<file path="src/rtl/pipe_issue_pkg.sv">
// rtl/pipe_issue_pkg.sv - shared widths, field offsets, FSM encoding and instruction unpack helper
package pipe_issue_pkg;

  localparam int REG_W   = 4;
  localparam int FUNC_W  = 4;
  localparam int ADDR_W  = 8;
  localparam int INSTR_W = 24;

  // Field offsets inside one 24-bit instruction word {rs1,rs2,rd,func,addr}
  localparam int ADDR_LSB = 0;
  localparam int FUNC_LSB = ADDR_LSB + ADDR_W;
  localparam int RD_LSB   = FUNC_LSB + FUNC_W;
  localparam int RS2_LSB  = RD_LSB + REG_W;
  localparam int RS1_LSB  = RS2_LSB + REG_W;

  typedef enum logic [1:0] {
    ST_RUN   = 2'd0,
    ST_DRAIN = 2'd1,
    ST_DONE  = 2'd2
  } state_t;

  typedef struct packed {
    logic [REG_W-1:0]  rs1;
    logic [REG_W-1:0]  rs2;
    logic [REG_W-1:0]  rd;
    logic [FUNC_W-1:0] func;
    logic [ADDR_W-1:0] addr;
  } instr_t;

  function automatic instr_t unpack_instr(input logic [INSTR_W-1:0] raw);
    instr_t r;
    r.rs1  = raw[RS1_LSB  +: REG_W];
    r.rs2  = raw[RS2_LSB  +: REG_W];
    r.rd   = raw[RD_LSB   +: REG_W];
    r.func = raw[FUNC_LSB +: FUNC_W];
    r.addr = raw[ADDR_LSB +: ADDR_W];
    return r;
  endfunction

endpackage

</file>
<file path="src/rtl/pipe_rr_arb2.sv">
// rtl/pipe_rr_arb2.sv - two-way round-robin arbiter with internal priority pointer
module pipe_rr_arb2 (
  input  logic       clk1,
  input  logic       rst,
  input  logic [1:0] eligible,
  output logic [1:0] grant
);

  logic ptr;

  // Single grant: a lone eligible side wins, a tie goes to the pointer side
  always_comb begin
    grant = 2'b00;
    case (eligible)
      2'b01:   grant = 2'b01;
      2'b10:   grant = 2'b10;
      2'b11:   grant = ptr ? 2'b10 : 2'b01;
      default: grant = 2'b00;
    endcase
  end

  // Pointer moves to the side that did not win; idle cycles leave it alone
  always_ff @(posedge clk1) begin
    if (rst) begin
      ptr <= 1'b0;
    end else if (grant[0]) begin
      ptr <= 1'b1;
    end else if (grant[1]) begin
      ptr <= 1'b0;
    end
  end

endmodule

</file>
<file path="src/rtl/pipe_issue_ctrl.sv">
// rtl/pipe_issue_ctrl.sv - RAW-aware two-source issue controller with flush/drain; PIPE_ISSUE_STATS_EN adds grant/stall counters
module pipe_issue_ctrl
  import pipe_issue_pkg::*;
#(
  parameter int WB_LAT = 3,
  parameter int NREG   = 16
) (
  input  logic                 clk1,
  input  logic                 rst,
  input  logic [1:0]           req_valid,
  input  logic [2*INSTR_W-1:0] req_instr,
  output logic [1:0]           req_ready,
  input  logic                 flush_req,
  output logic                 iss_valid,
  output logic [REG_W-1:0]     iss_rs1,
  output logic [REG_W-1:0]     iss_rs2,
  output logic [REG_W-1:0]     iss_rd,
  output logic [FUNC_W-1:0]    iss_func,
  output logic [ADDR_W-1:0]    iss_addr,
  output logic [NREG-1:0]      busy_mask,
  output logic                 drained
`ifdef PIPE_ISSUE_STATS_EN
  ,
  output logic [15:0]          stat_issued,
  output logic [15:0]          stat_stall
`endif
);

  state_t state_q;
  state_t state_d;
  logic   issue_allow;

  instr_t req_fld [2];
  instr_t sel_fld;

  logic [WB_LAT-1:0] sb_v;
  logic [REG_W-1:0]  sb_rd [WB_LAT];
  logic              sb_empty;

  logic [1:0] hazard;
  logic [1:0] eligible;
  logic [1:0] grant;
  logic       grant_any;

  // Split the two packed request words into fields
  always_comb begin
    req_fld[0] = unpack_instr(req_instr[INSTR_W-1:0]);
    req_fld[1] = unpack_instr(req_instr[2*INSTR_W-1:INSTR_W]);
  end

  // RAW check: either source operand matches a destination still in flight
  always_comb begin
    hazard = 2'b00;
    for (int i = 0; i < 2; i++) begin
      for (int j = 0; j < WB_LAT; j++) begin
        if (sb_v[j] && ((sb_rd[j] == req_fld[i].rs1) || (sb_rd[j] == req_fld[i].rs2))) begin
          hazard[i] = 1'b1;
        end
      end
    end
  end

  assign sb_empty = ~|sb_v;

  // FSM state register
  always_ff @(posedge clk1) begin
    if (rst) begin
      state_q <= ST_RUN;
    end else begin
      state_q <= state_d;
    end
  end

  // FSM next state: flush drains the scoreboard, release of flush resumes issue
  always_comb begin
    state_d = state_q;
    case (state_q)
      ST_RUN:   if (flush_req) state_d = ST_DRAIN;
      ST_DRAIN: if (sb_empty)  state_d = ST_DONE;
      ST_DONE:  if (!flush_req) state_d = ST_RUN;
      default:  state_d = ST_RUN;
    endcase
  end

  // FSM outputs: flush blocks acceptance in the very cycle it is raised
  always_comb begin
    issue_allow = (state_q == ST_RUN) && !flush_req && !rst;
    drained     = (state_q == ST_DONE);
  end

  assign eligible = issue_allow ? (req_valid & ~hazard) : 2'b00;

  pipe_rr_arb2 u_arb (
    .clk1     (clk1),
    .rst      (rst),
    .eligible (eligible),
    .grant    (grant)
  );

  assign req_ready = grant;
  assign grant_any = |grant;
  assign sel_fld   = grant[1] ? req_fld[1] : req_fld[0];

  // Issue register: load the granted instruction, hold fields while idle
  always_ff @(posedge clk1) begin
    if (rst) begin
      iss_valid <= 1'b0;
      iss_rs1   <= '0;
      iss_rs2   <= '0;
      iss_rd    <= '0;
      iss_func  <= '0;
      iss_addr  <= '0;
    end else begin
      iss_valid <= grant_any;
      if (grant_any) begin
        iss_rs1  <= sel_fld.rs1;
        iss_rs2  <= sel_fld.rs2;
        iss_rd   <= sel_fld.rd;
        iss_func <= sel_fld.func;
        iss_addr <= sel_fld.addr;
      end
    end
  end

  // Scoreboard shift register: entry 0 mirrors the issue register, ages out after WB_LAT cycles
  always_ff @(posedge clk1) begin
    if (rst) begin
      sb_v <= '0;
      for (int j = 0; j < WB_LAT; j++) sb_rd[j] <= '0;
    end else begin
      sb_v[0]  <= grant_any;
      sb_rd[0] <= sel_fld.rd;
      for (int j = 1; j < WB_LAT; j++) begin
        sb_v[j]  <= sb_v[j-1];
        sb_rd[j] <= sb_rd[j-1];
      end
    end
  end

  // One-hot OR of every valid in-flight destination
  always_comb begin
    busy_mask = '0;
    for (int j = 0; j < WB_LAT; j++) begin
      if (sb_v[j]) busy_mask[sb_rd[j]] = 1'b1;
    end
  end

`ifdef PIPE_ISSUE_STATS_EN
  // Saturating counters of grants and of RUN cycles where a request went unserved
  always_ff @(posedge clk1) begin
    if (rst) begin
      stat_issued <= '0;
      stat_stall  <= '0;
    end else begin
      if (grant_any && (stat_issued != 16'hFFFF)) begin
        stat_issued <= stat_issued + 16'd1;
      end
      if ((state_q == ST_RUN) && (|req_valid) && !grant_any && (stat_stall != 16'hFFFF)) begin
        stat_stall <= stat_stall + 16'd1;
      end
    end
  end
`endif

endmodule

</file>
<file path="config.mk">
export PLATFORM = sky130hd
export DESIGN_NAME = pipe_issue_ctrl
export DESIGN_NICKNAME = d
export VERILOG_FILES = /design/src/rtl/pipe_issue_pkg.sv /design/src/rtl/pipe_rr_arb2.sv /design/src/rtl/pipe_issue_ctrl.sv
export SDC_FILE = /design/constraint.sdc
export NUM_CORES = 1
export LEC_CHECK = 0
export CAP_MARGIN = 15
export CORE_MARGIN = 2
export CORE_UTILIZATION = 45
export CTS_BUF_LIST = sky130_fd_sc_hd__clkbuf_4
export DETAILED_ROUTE_END_ITERATION = 6
export GPL_TIMING_DRIVEN = 0
export HOLD_SLACK_MARGIN = 0.06
export PLACE_DENSITY = 0.8
export SETUP_SLACK_MARGIN = 0.4
export SYNTH_ARGS = -nofsm -noshare
export SYNTH_HDL_FRONTEND = slang
export SYNTH_HIERARCHICAL = 1
export SYNTH_SLANG_ARGS = --single-unit
</file>
<file path="constraint.sdc">
create_clock -name clk1 -period 2.8 [get_ports clk1]
set_input_delay 0.56 -clock clk1 [delete_from_list [all_inputs] [get_ports clk1]]
set_output_delay 0.56 -clock clk1 [all_outputs]
set_load 0.005 [all_outputs]
</file>
==> metrics.md <==
| Metric | Value |
|---|---|
| PwrDens | 375 nW/um^2 |
| R2R Setup Slk | 0.31 ns |
| CTS buffer count | 5 |
| Root buffer cell | clkbuf_4 |
| Crit path to | req_ready[0] |
| Worst stage delay on the critical path | 0.31 ns |
| FF+latch count, synth | 42 |
| DR DRC count | 0 |
| Worst setup EP type | output port |
| Cts hold-fix bufs | 0 |
| Worst IR Drop VDD | 0.326 mV |
| Syn avg cell area | 7.88 sq um |
| WL final | 8730 um |
| Pre-antenna DRT Iters | 5 |
| Share of cells above drive strength 1 | 18.6% |
| Max FO, Critical Path | 4 |
| Row cnt | 28 |
| DR vias/cell | 5.39 |
| Cells on worst reg2reg path | 13 |
| Io pins | 97 |
| Post-DP HPWL | 6070 um |
| Startpoint types | primary input |
| Number of global-route vias before repair | 2,887 |
| Fin area | 4170 sq um |
| Final Setup Violations | 0 |
| CP Buf/Inv Count | 3 |
| Clock Path Buffers | 2 |
| Cell Int Power | 0.00113 W |
| Gate Count Post-Synth | 342 |
| Synth area leaders | dfxtp_1, xor2_1, mux2i_1 |
| Critical Path AT | 2.06 ns |
| Worst Setup SP | req_instr[45] |
| Multi-input gate area | 1810 sq um |
| Largest net degree at the start of global routing | 14 |
| Cell variety after synth | 29 |
| Post-DR wirelength/cell | 16.2 um |
| Overflow after GRT | 0 |
| Status | complete, no violations |
| Switching Fraction | 27.7% |
| H-tree levels | 2 |
| Final core occ | 71.3% |
| TritonCTS clock tree | yes |
| Clock Power Share | 30.9% |
| Sink Count | 42 |
| First-pass GRT wire length | 13,700 um |
| Port-buffer cells | 96 |
| Post-Syn Area | 2700 sq um |
| Via count | 2,896 |
| Net Count, Synth | 395 |
| Core Area | 5850 sq um |
| GPL Wtd Cong | 0.833 |
| Synthesis Warnings | 6 |
| Crit share post-route | 93.6% |
| Die area | 6620 sq um |
| CP max-delay cell | dlygate4sd2_1 |
| Max-slew violation count | 0 |
| Routed Antenna Nets | 0 |
| NumNets Final | 514 |
| Cell Area, Placed | 3750 sq um |
| Top cell type's share of synthesized area | 31.2% |
| Worst-path clk slew | 0.13 ns |
| Fmax | 0.382 GHz |
| Register area | 851 sq um |
| Post-route minimum period | 2.62 ns |
| Sequential power share | 42.1% |
| Area delta synth->final | 54.8% |
| Clk_lat worst skew | 0.36 ns |
| RSZ-0062 raised after global routing | true |
| Crit-path cells | dlygate4sd2_1, xor2_1, nor4_1, o21ai_1, and4b_1, buf_6, a21boi_2, buf_2 |
| Slew of the pin with the lowest slew margin | 0.510 ns |
| Die Y-Extent | 81.4 um |
| Starting Density | 46.1% |
| Crit Reg-Reg Endpoint | iss_addr[6]$_SDFFE_PP0P_ |
| Pleak | 1.87 nW |
| Seq/Total Area, Yosys | 31.2% |
| Die W | 81.4 um |
| Largest area contributor in the netlist | dfxtp_1 |
| Crit path required time | 2.24 ns |
| Total GRT Usage | 27.0% |
| Crit path kind | in -> out |
| Initial antenna violation count | 0 |
| CP top delay family | buffers and inverters |
| Max transition margin | 66.0% |
| Antenna diode count | 0 |
| Final hold vios | 0 |
| Psw | 0.000434 W |
| Fillers | 458 |
| DR iter-0 viols | 179 |
| Max_cap viols | 0 |
| Logic pwr share | 27.0% |
| Launch point of the worst reg-to-reg path | sb_rd[0][9]$_SDFF_PP0_ |
| Worst hold path type | in -> reg |
| Skew final | 0.00893 ns |
| Critical path depth in cells | 8 |
## power by group through the flow
| stage | clock, W | combinational (W) | sequential [W] |
|---|---|---|---|
| finish | 0.000484 | 0.000422 | 0.000659 |
| global route | 0.000505 | 0.000455 | 0.000663 |
| CTS | 0.000486 | 0.000403 | 0.000657 |
| detailed placement | 0 | 0.000376 | 0.000667 |
| global placement | 0 | 0.000365 | 0.000667 |
| floorplan | 0 | 0.000187 | 0.000665 |
## routing by layer
metal	routed length [um]	track usage, %
met5	0	0
met4	168	12.5
met3	810	9.00
met2	4300	46.8
met1	3450	29.6
## cells by family (layout without fill, tap and decap cells)
logic type             after synthesis  in the layout  share of synthesized area (%)
AND/OR/NAND/NOR                    150            150                           26.8
XOR/XNOR                            48             48                           15.6
AO/OA/AOI/OAI                       46             46                           10.0
flip-flops                          42             42                           31.2
multiplexers                        28             28                           10.4
buffers and inverters               28            148                           5.99
## worst min path at each step
stage,cells past startpoint,slack (ns),startpoint,end
6_report,2,0.52,rst,u_arb/ptr$_SDFFE_PP0P_
3_5_place_dp,1,0.46,state_q[1]$_SDFFE_PP0P_,state_q[0]$_SDFFE_PP0P_
4_1_cts,2,0.52,rst,u_arb/ptr$_SDFFE_PP0P_
3_3_place_gp,1,0.44,state_q[1]$_SDFFE_PP0P_,state_q[0]$_SDFFE_PP0P_
2_1_floorplan,1,0.43,state_q[1]$_SDFFE_PP0P_,state_q[0]$_SDFFE_PP0P_
5_1_grt,2,0.52,rst,u_arb/ptr$_SDFFE_PP0P_
## Yosys cell counts
cell type  instances
nand3_1           16
inv_1              2
dfxtp_1           42
buf_6              4
nor4b_1            1
xor2_1            48
buf_1              1
nor2b_1           16
buf_2              9
and2b_1            1
nand2_1           28
nor4_1            13
and3b_1            3
a21oi_1           25
a211oi_1           1
mux2i_1           28
and4b_1            2
a222oi_1           1
a21boi_0           2
nor4_2             1
o21ai_0            5
nor2_1            62
clkbuf_1           8
o21ai_1            1
a22oi_1           11
buf_4              4
nand2b_1           1
nor3b_1            3
and3_1             3
## stage by stage
| stage | TNS, ns | std cells | setup slack, ns | hold WS (ns) | power [W] |
|---|---|---|---|---|---|
| after floorplan | 0 | 342 | 0.433 | 0.429 | 0.000852 |
| after global placement | -15.74 | 513 | -0.646 | 0.442 | 0.00103 |
| after detailed placement | -17.98 | 513 | -0.705 | 0.458 | 0.00104 |
| after CTS | 0 | 531 | 0.192 | 0.519 | 0.00155 |
| after global routing | 0 | 537 | 0.0984 | 0.515 | 0.00162 |
| final | 0 | 537 | 0.180 | 0.516 | 0.00156 |
## registers in the layout, indices dropped and copies added, names as in the netlist
name and flops:
iss_addr 8, iss_func 4, iss_rd 4, iss_rs1 4, iss_rs2 4, sb_rd 12, sb_v 3, state_q 2
u_arb/ptr 1
## timing repair
item                                    4_1_cts  5_1_grt
endpoints found under the setup margin       47       45
endpoints found under the hold margin         0        0
gates resized for setup                      92       30
setup buffers                                10        6
pin swaps                                    18        6
## placed cells by master, fill, tap and decap left out, types with 5 or more instances in the layout
cell and n:
mux2i_1 28, clkdlybuf4s50_1 69, nor4_2 6, xor2_1 48
a21oi_1 25, buf_6 12, dfxtp_2 8, clkbuf_4 6
o21ai_1 5, nor2b_1 12, nor4_1 7, dfxtp_1 34
a22oi_1 7, dlygate4sd2_1 15, nor2_1 60, nand3_1 16
buf_4 19, nand2_1 28
## area by class of cell
type | instances | area share (%)
Inverter | 2 | 0.180
Clock inverter | 3 | 1.53
Multi-Input combinational cell | 272 | 43.4
Timing Repair Buffer | 112 | 25.2
Buffer | 26 | 6.12
Clock buffer | 5 | 0.900
Tap cell | 75 | 2.25
Sequential cell | 42 | 20.4
Note: power is estimated with default switching activity, not from simulation.
==> patch 1 (config.mk and constraints unchanged) <==
Re-encode `state_t` (3 states) as one-hot, 3 bits wide.
--- a/src/rtl/pipe_issue_pkg.sv
+++ b/src/rtl/pipe_issue_pkg.sv
@@ -13,10 +13,10 @@
   localparam int RS2_LSB  = RD_LSB + REG_W;
   localparam int RS1_LSB  = RS2_LSB + REG_W;
 
-  typedef enum logic [1:0] {
-    ST_RUN   = 2'd0,
-    ST_DRAIN = 2'd1,
-    ST_DONE  = 2'd2
+  typedef enum logic [2:0] {
+    ST_RUN   = 3'b001,
+    ST_DRAIN = 3'b010,
+    ST_DONE  = 3'b100
   } state_t;
 
   typedef struct packed {
Behaviour: no difference found for any inputs over 4 cycles, from zero or initial values and one cycle with rst high; so few cycles prove little.
==> patch 1 against the original RTL <==
  * Cell area is 7.6% higher
  * First-iteration DRC count is 21% higher
  * Sequential cell count is 1 higher
  * Total power is 7.8% lower
  * Die area is 3.7% higher
  * Clock power is 32% lower
  * Synthesized cell count is 2.9% higher
  * Worst setup slack worse by 0.15 ns
  * Utilization is 4.1 points higher
  * Global-route usage is 2.4 points lower
  * Count of clock-buffer cells in the layout is 1 higher
  * Clock skew is 0.0041 ns higher
  * Synthesized area is 3.9% higher
  * Routed wire length is 9.8% higher
==> patch 1: results (changes against the original RTL) <==
- Place WS: -0.6417 ns (+0.06369 ns)
- Placed Cells: 523 (+1.9%)
- Routability cong.: 0.8927 (+7.2%)
- Clk buf depth: 2 (unchanged)
- H-tree depth: 2 (unchanged)
- Iteration-0 DRC Markers: 216 (+21%)
- Max incr delay on CP: 0.37 ns (+0.06 ns)
- Worst VDD drop: 0.2476 mV (-24%)
- Main synth FF type: dfxtp_1
- Switching portion of total power: 31.38% (+3.7 points)
- Crit path max fanout: 10 (+6)
- Critical Path AT: 2.21 ns (+0.15 ns)
- Num CTS Buffers: 5 (unchanged)
- Pin count of the biggest net entering global routing: 14 (unchanged)
- Status: completed
- Net Count, Synth: 405 (+2.5%)
- Compound-Gate Fraction of Synth Area: 11.44% (+1.4 points)
- Clock transition at path regs: 0.14 ns
- Power after layout: 0.001443 W (-7.8%)
- Nets: 540 (+5.1%)
- Least-Margin Pin Slew: 0.4867 ns (-0.02357 ns)
- Share of layout cells above drive strength 1: 25.00% (+6.4 points)
- Vias in the first global route: 3,009 (+4.2%)
- TritonRoute pass-1 iters: 7 (+2)
- Fillers: 469 (+2.4%)
- DP Area: 0.003866 mm^2 (+3.0%)
- Slowest CP cell: dfxtp_2
- Via count: 3,131 (+8.1%)
- CTS root buf: clkbuf_4
- Seq/Total Area, Yosys: 30.74% (-0.46 points)
- LEAKAGE: 2.060 nW (+10%)
- Ant diodes: 0 (unchanged)
- Final non-filler cell total: 563 (+4.8%)
- Synth cell count leaders: 64 x nor2_1, 49 x xor2_1, 43 x dfxtp_1
- Pwr dens: 321.3 mW/mm^2 (-14%)
- Seq pwr: 0.000669 W (+2%)
- Routed WL per cell: 17.02 um (+4.7%)
- Largest regs: sb_rd x12, iss_addr x8
- Synth top area cells: dfxtp_1 31%, xor2_1 15%, mux2i_1 10%
- Mapped Avg Cell Area: 7.955 um^2 (+0.95%)
- Initial antenna violation count: 0 (unchanged)
- Clock share of power: 22.9% (-8.0 points)
- Clock Skews: 0.01306 ns (+0.004137 ns)
- Cell variety after synth: 37 (+28%)
- IO Port Bufs: 96 (unchanged)
- All-Layer GR Usage: 24.66% (-2.4 points)
- Adder-Cell Fraction of Synth Area: 0% (unchanged)
- Xor/xnor share of the synthesized area: 15.33% (-0.27 points)
- Global-route wire length before repair: 14.19 mm (+3.7%)
- Hold crit path type: in2reg
- Post-synthesis mux area share: 10.01% (-0.39 points)
- Delay-heaviest family, CP: simple AND/OR/NAND/NOR gates
- DP HPWL: 6.069 mm (about the same)
- Critical path launch point type: flip-flop
==> patch 1: changes by cell type in the layout (fill, tap and decap cells not counted), moves of 4 or more <==
cell	unedited run	this run
clkdlybuf4s50_1	69	60
a32oi_1	0	7
buf_6	12	18
nand3_1	16	10
buf_4	19	24
clkdlybuf4s15_2	3	8
clkbuf_2	4	8
dlygate4sd2_1	15	11
dlymetal6s2s_1	3	7
nor2b_4	0	4
==> patch 1: what timing repair did <==
action,in CTS,in global routing
endpoints found under the hold margin,0,0
gates resized for setup,103,67
cloned,0,3
setup endpoints to repair,47,43
pin swaps,21,24
buffers inserted,15,14
hold buffers,0,0
==> patch 1: final cells by class <==
| cell class | instances | share of cell area (%) |
|---|---|---|
| inverter | 3 | 0.2508 |
| sequential | 43 | 19.59 |
| clock buffer | 6 | 1.003 |
| buffer | 27 | 6.269 |
| tap | 75 | 2.090 |
| clock inverter | 2 | 0.2786 |
| timing repair buffer | 128 | 27.72 |
| multi-input combinational | 279 | 42.80 |
==> patch 1: worst paths after layout <==
check | from | to | cells past startpoint | slack (ns)
max | sb_rd[0][2] | req_ready[1] | 8 | 0.03
min | rst | u_arb/ptr | 2 | 0.51
max reg2reg | sb_rd[0][2] | iss_rd[2] | 12 | 0.21
min reg2reg | u_arb/ptr | u_arb/ptr | 1 | 0.54
==> patch 1: metal layers <==
| layer | vias up | global-route usage (%) | share of wire [%] |
|---|---|---|---|
| met5 | - | 0 | 0 |
| met3 | 31 | 6.561 | 9.1 |
| met1 | 1459 | 30.99 | 40 |
| met2 | 171 | 41.79 | 49 |
| li1 | 1470 | - | - |
| met4 | 0 | 6.408 | 2.0 |
==> patch 2 (same flow settings) <==
Without the edit above. The package constant `REG_W` goes from 4 to 3.
--- a/src/rtl/pipe_issue_pkg.sv
+++ b/src/rtl/pipe_issue_pkg.sv
@@ -1,7 +1,7 @@
 // rtl/pipe_issue_pkg.sv - shared widths, field offsets, FSM encoding and instruction unpack helper
 package pipe_issue_pkg;
 
-  localparam int REG_W   = 4;
+  localparam int REG_W   = 3;
   localparam int FUNC_W  = 4;
   localparam int ADDR_W  = 8;
   localparam int INSTR_W = 24;
Ports: changed (resized iss_rd, iss_rs1 and iss_rs2); port bits go from 97 to 94. No check against the original RTL was run, so the function may have changed too.
==> patch 2 against the original RTL <==
  * Total power down 22%
  * Routed wire length down 28%
  * Register-to-register slack worse by 0.10 ns
  * Sequential power down 15%
  * Sequential cell count down 6
  * Maximum frequency down 3.6%
  * Worst setup slack worse by 0.097 ns
  * Global-route usage down 4.2 points
  * Cell area down 18%
  * Synthesized cell count down 18%
  * Synthesized area down 15%
==> patch 2: results (changes against the original RTL) <==
- Status: completed
- Crit path max fanout: 2 (-2)
- Place WS: -0.7524 ns (-0.04710 ns)
- Flop2flop setup slack: 0.21 ns (-0.10 ns)
- IO Port Bufs: 79 (-18%)
- Largest regs: sb_rd x9, iss_addr x8, iss_func x4
- LEAKAGE: 1.382 nW (-26%)
- Routed WL per cell: 14.13 um (-13%)
- All-Layer GR Usage: 22.78% (-4.2 points)
- Max incr delay on CP: 0.54 ns (+0.23 ns)
- DP Area: 0.003214 mm^2 (-14%)
- R2r endpoint: iss_func[0]
- Delay-heaviest family, CP: simple AND/OR/NAND/NOR gates
- TritonRoute pass-1 iters: 4 (-1)
- Clock Skews: 0.005215 ns (-0.003711 ns)
- Fraction of registers with async set/reset: 0% (unchanged)
- Share of layout cells above drive strength 1: 16.84% (-1.8 points)
- Latest clock arrival within the worst-skew pair: 0.33 ns (-0.03 ns)
- Fillers: 413 (-9.8%)
- Synth top area cells: dfxtp_1 32%, mux2i_1 11%, nor2_1 8.9%
- Final setup margin: 0.08213 ns (-0.09741 ns)
- Global-route wire length before repair: 9.846 mm (-28%)
- Via count: 2,291 (-21%)
- GRT met3 Usage: 6.560% (-2.4 points)
- Mapped Avg Cell Area: 8.088 um^2 (+2.6%)
- Routability cong.: 0.9070 (+8.9%)
- Worst slew margin: 66.58% (+0.60 points)
- Clock-net power: 0.000296 W (-39%)
- DP HPWL: 4.441 mm (-27%)
- Worst hold slack: 0.3808 ns (-0.1355 ns)
- Setup crit end: req_ready[1]
- Worst flop-to-flop path startpoint: state_q[0]
- Pin count of the biggest net entering global routing: 12 (-2)
- Routed WL: 6.317 mm (-28%)
- M1 GR Usage: 28.37% (-1.3 points)
- GRT met2 Usage: 38.99% (-7.8 points)
- P_int: 0.0008655 W (-23%)
- CP Class: reg2out
- Iteration-0 DRC Markers: 141 (-21%)
- Seq/Total Area, Yosys: 31.60% (+0.40 points)
- Synth cell count leaders: 54 x nor2_1, 36 x dfxtp_1, 24 x mux2i_1
- Placed Cells: 435 (-15%)
- Initial antenna violation count: 0 (unchanged)
- R2R cell count: 11 (-2)
- Worst VDD drop: 0.2885 mV (-12%)
==> patch 2: cell types whose count changed after synthesis, moves of 8 or more <==
cell / delta
nor4_1: -10
a22oi_1: -10
nand2_1: -20
xor2_1: -38
xnor2_1: +23
nor2_1: -8
==> patch 2: how the worst min path moves through the flow <==
stage	startpoint	to
after floorplan	state_q[1]	state_q[0]
after global placement	state_q[1]	state_q[0]
after detailed placement	state_q[1]	state_q[0]
after CTS	rst	u_arb/ptr
after global routing	rst	u_arb/ptr
final	rst	u_arb/ptr
==> patch 2: logic make-up after synthesis <==
kind of cell           Yosys count  synth area share (%)
buffers and inverters           37                 10.42
other                            1                0.1644
flip-flops                      36                 31.60
AND/OR/NAND/NOR                113                 24.30
multiplexers                    24                 10.53
AO/OA/AOI/OAI                   38                 10.31
XOR/XNOR                        33                 12.67
==> patch 2: layout make-up <==
type,count,area share (%)
multi-input cells,216,41.59
repair buffers,83,23.75
flip-flops and latches,36,21.26
plain buffers,32,8.590
well taps,67,2.460
clock buffers,7,1.542
inverters,5,0.5507
clock inverters,1,0.2570
==> patch 2: per-stage QoR <==
stage               total power [W]   TNS, ns  utilization (%)
floorplan                 0.0007523         0                -
global placement          0.0009067    -14.73            66.73
detailed placement        0.0009116    -14.95            66.73
CTS                        0.001211  -0.04403            69.06
global route               0.001285         0            70.75
finish                     0.001218         0            70.75
==> patch 2: repair_timing <==
action                     in CTS  in global routing
gates resized for setup        41                 27
pin swaps                       5                  4
hold endpoints to repair        0                  0
setup endpoints to repair      32                 33
gates cloned                    0                  0
setup buffers                   2                  2
==> patch 2: layer usage <==
metal	routed length, um	part of all wire [%]	vias up
met5	0	0	-
met3	529	8.4	8
li1	-	-	1133
met1	2623	42	1049
met2	3112	49	101
met4	51	0.81	0
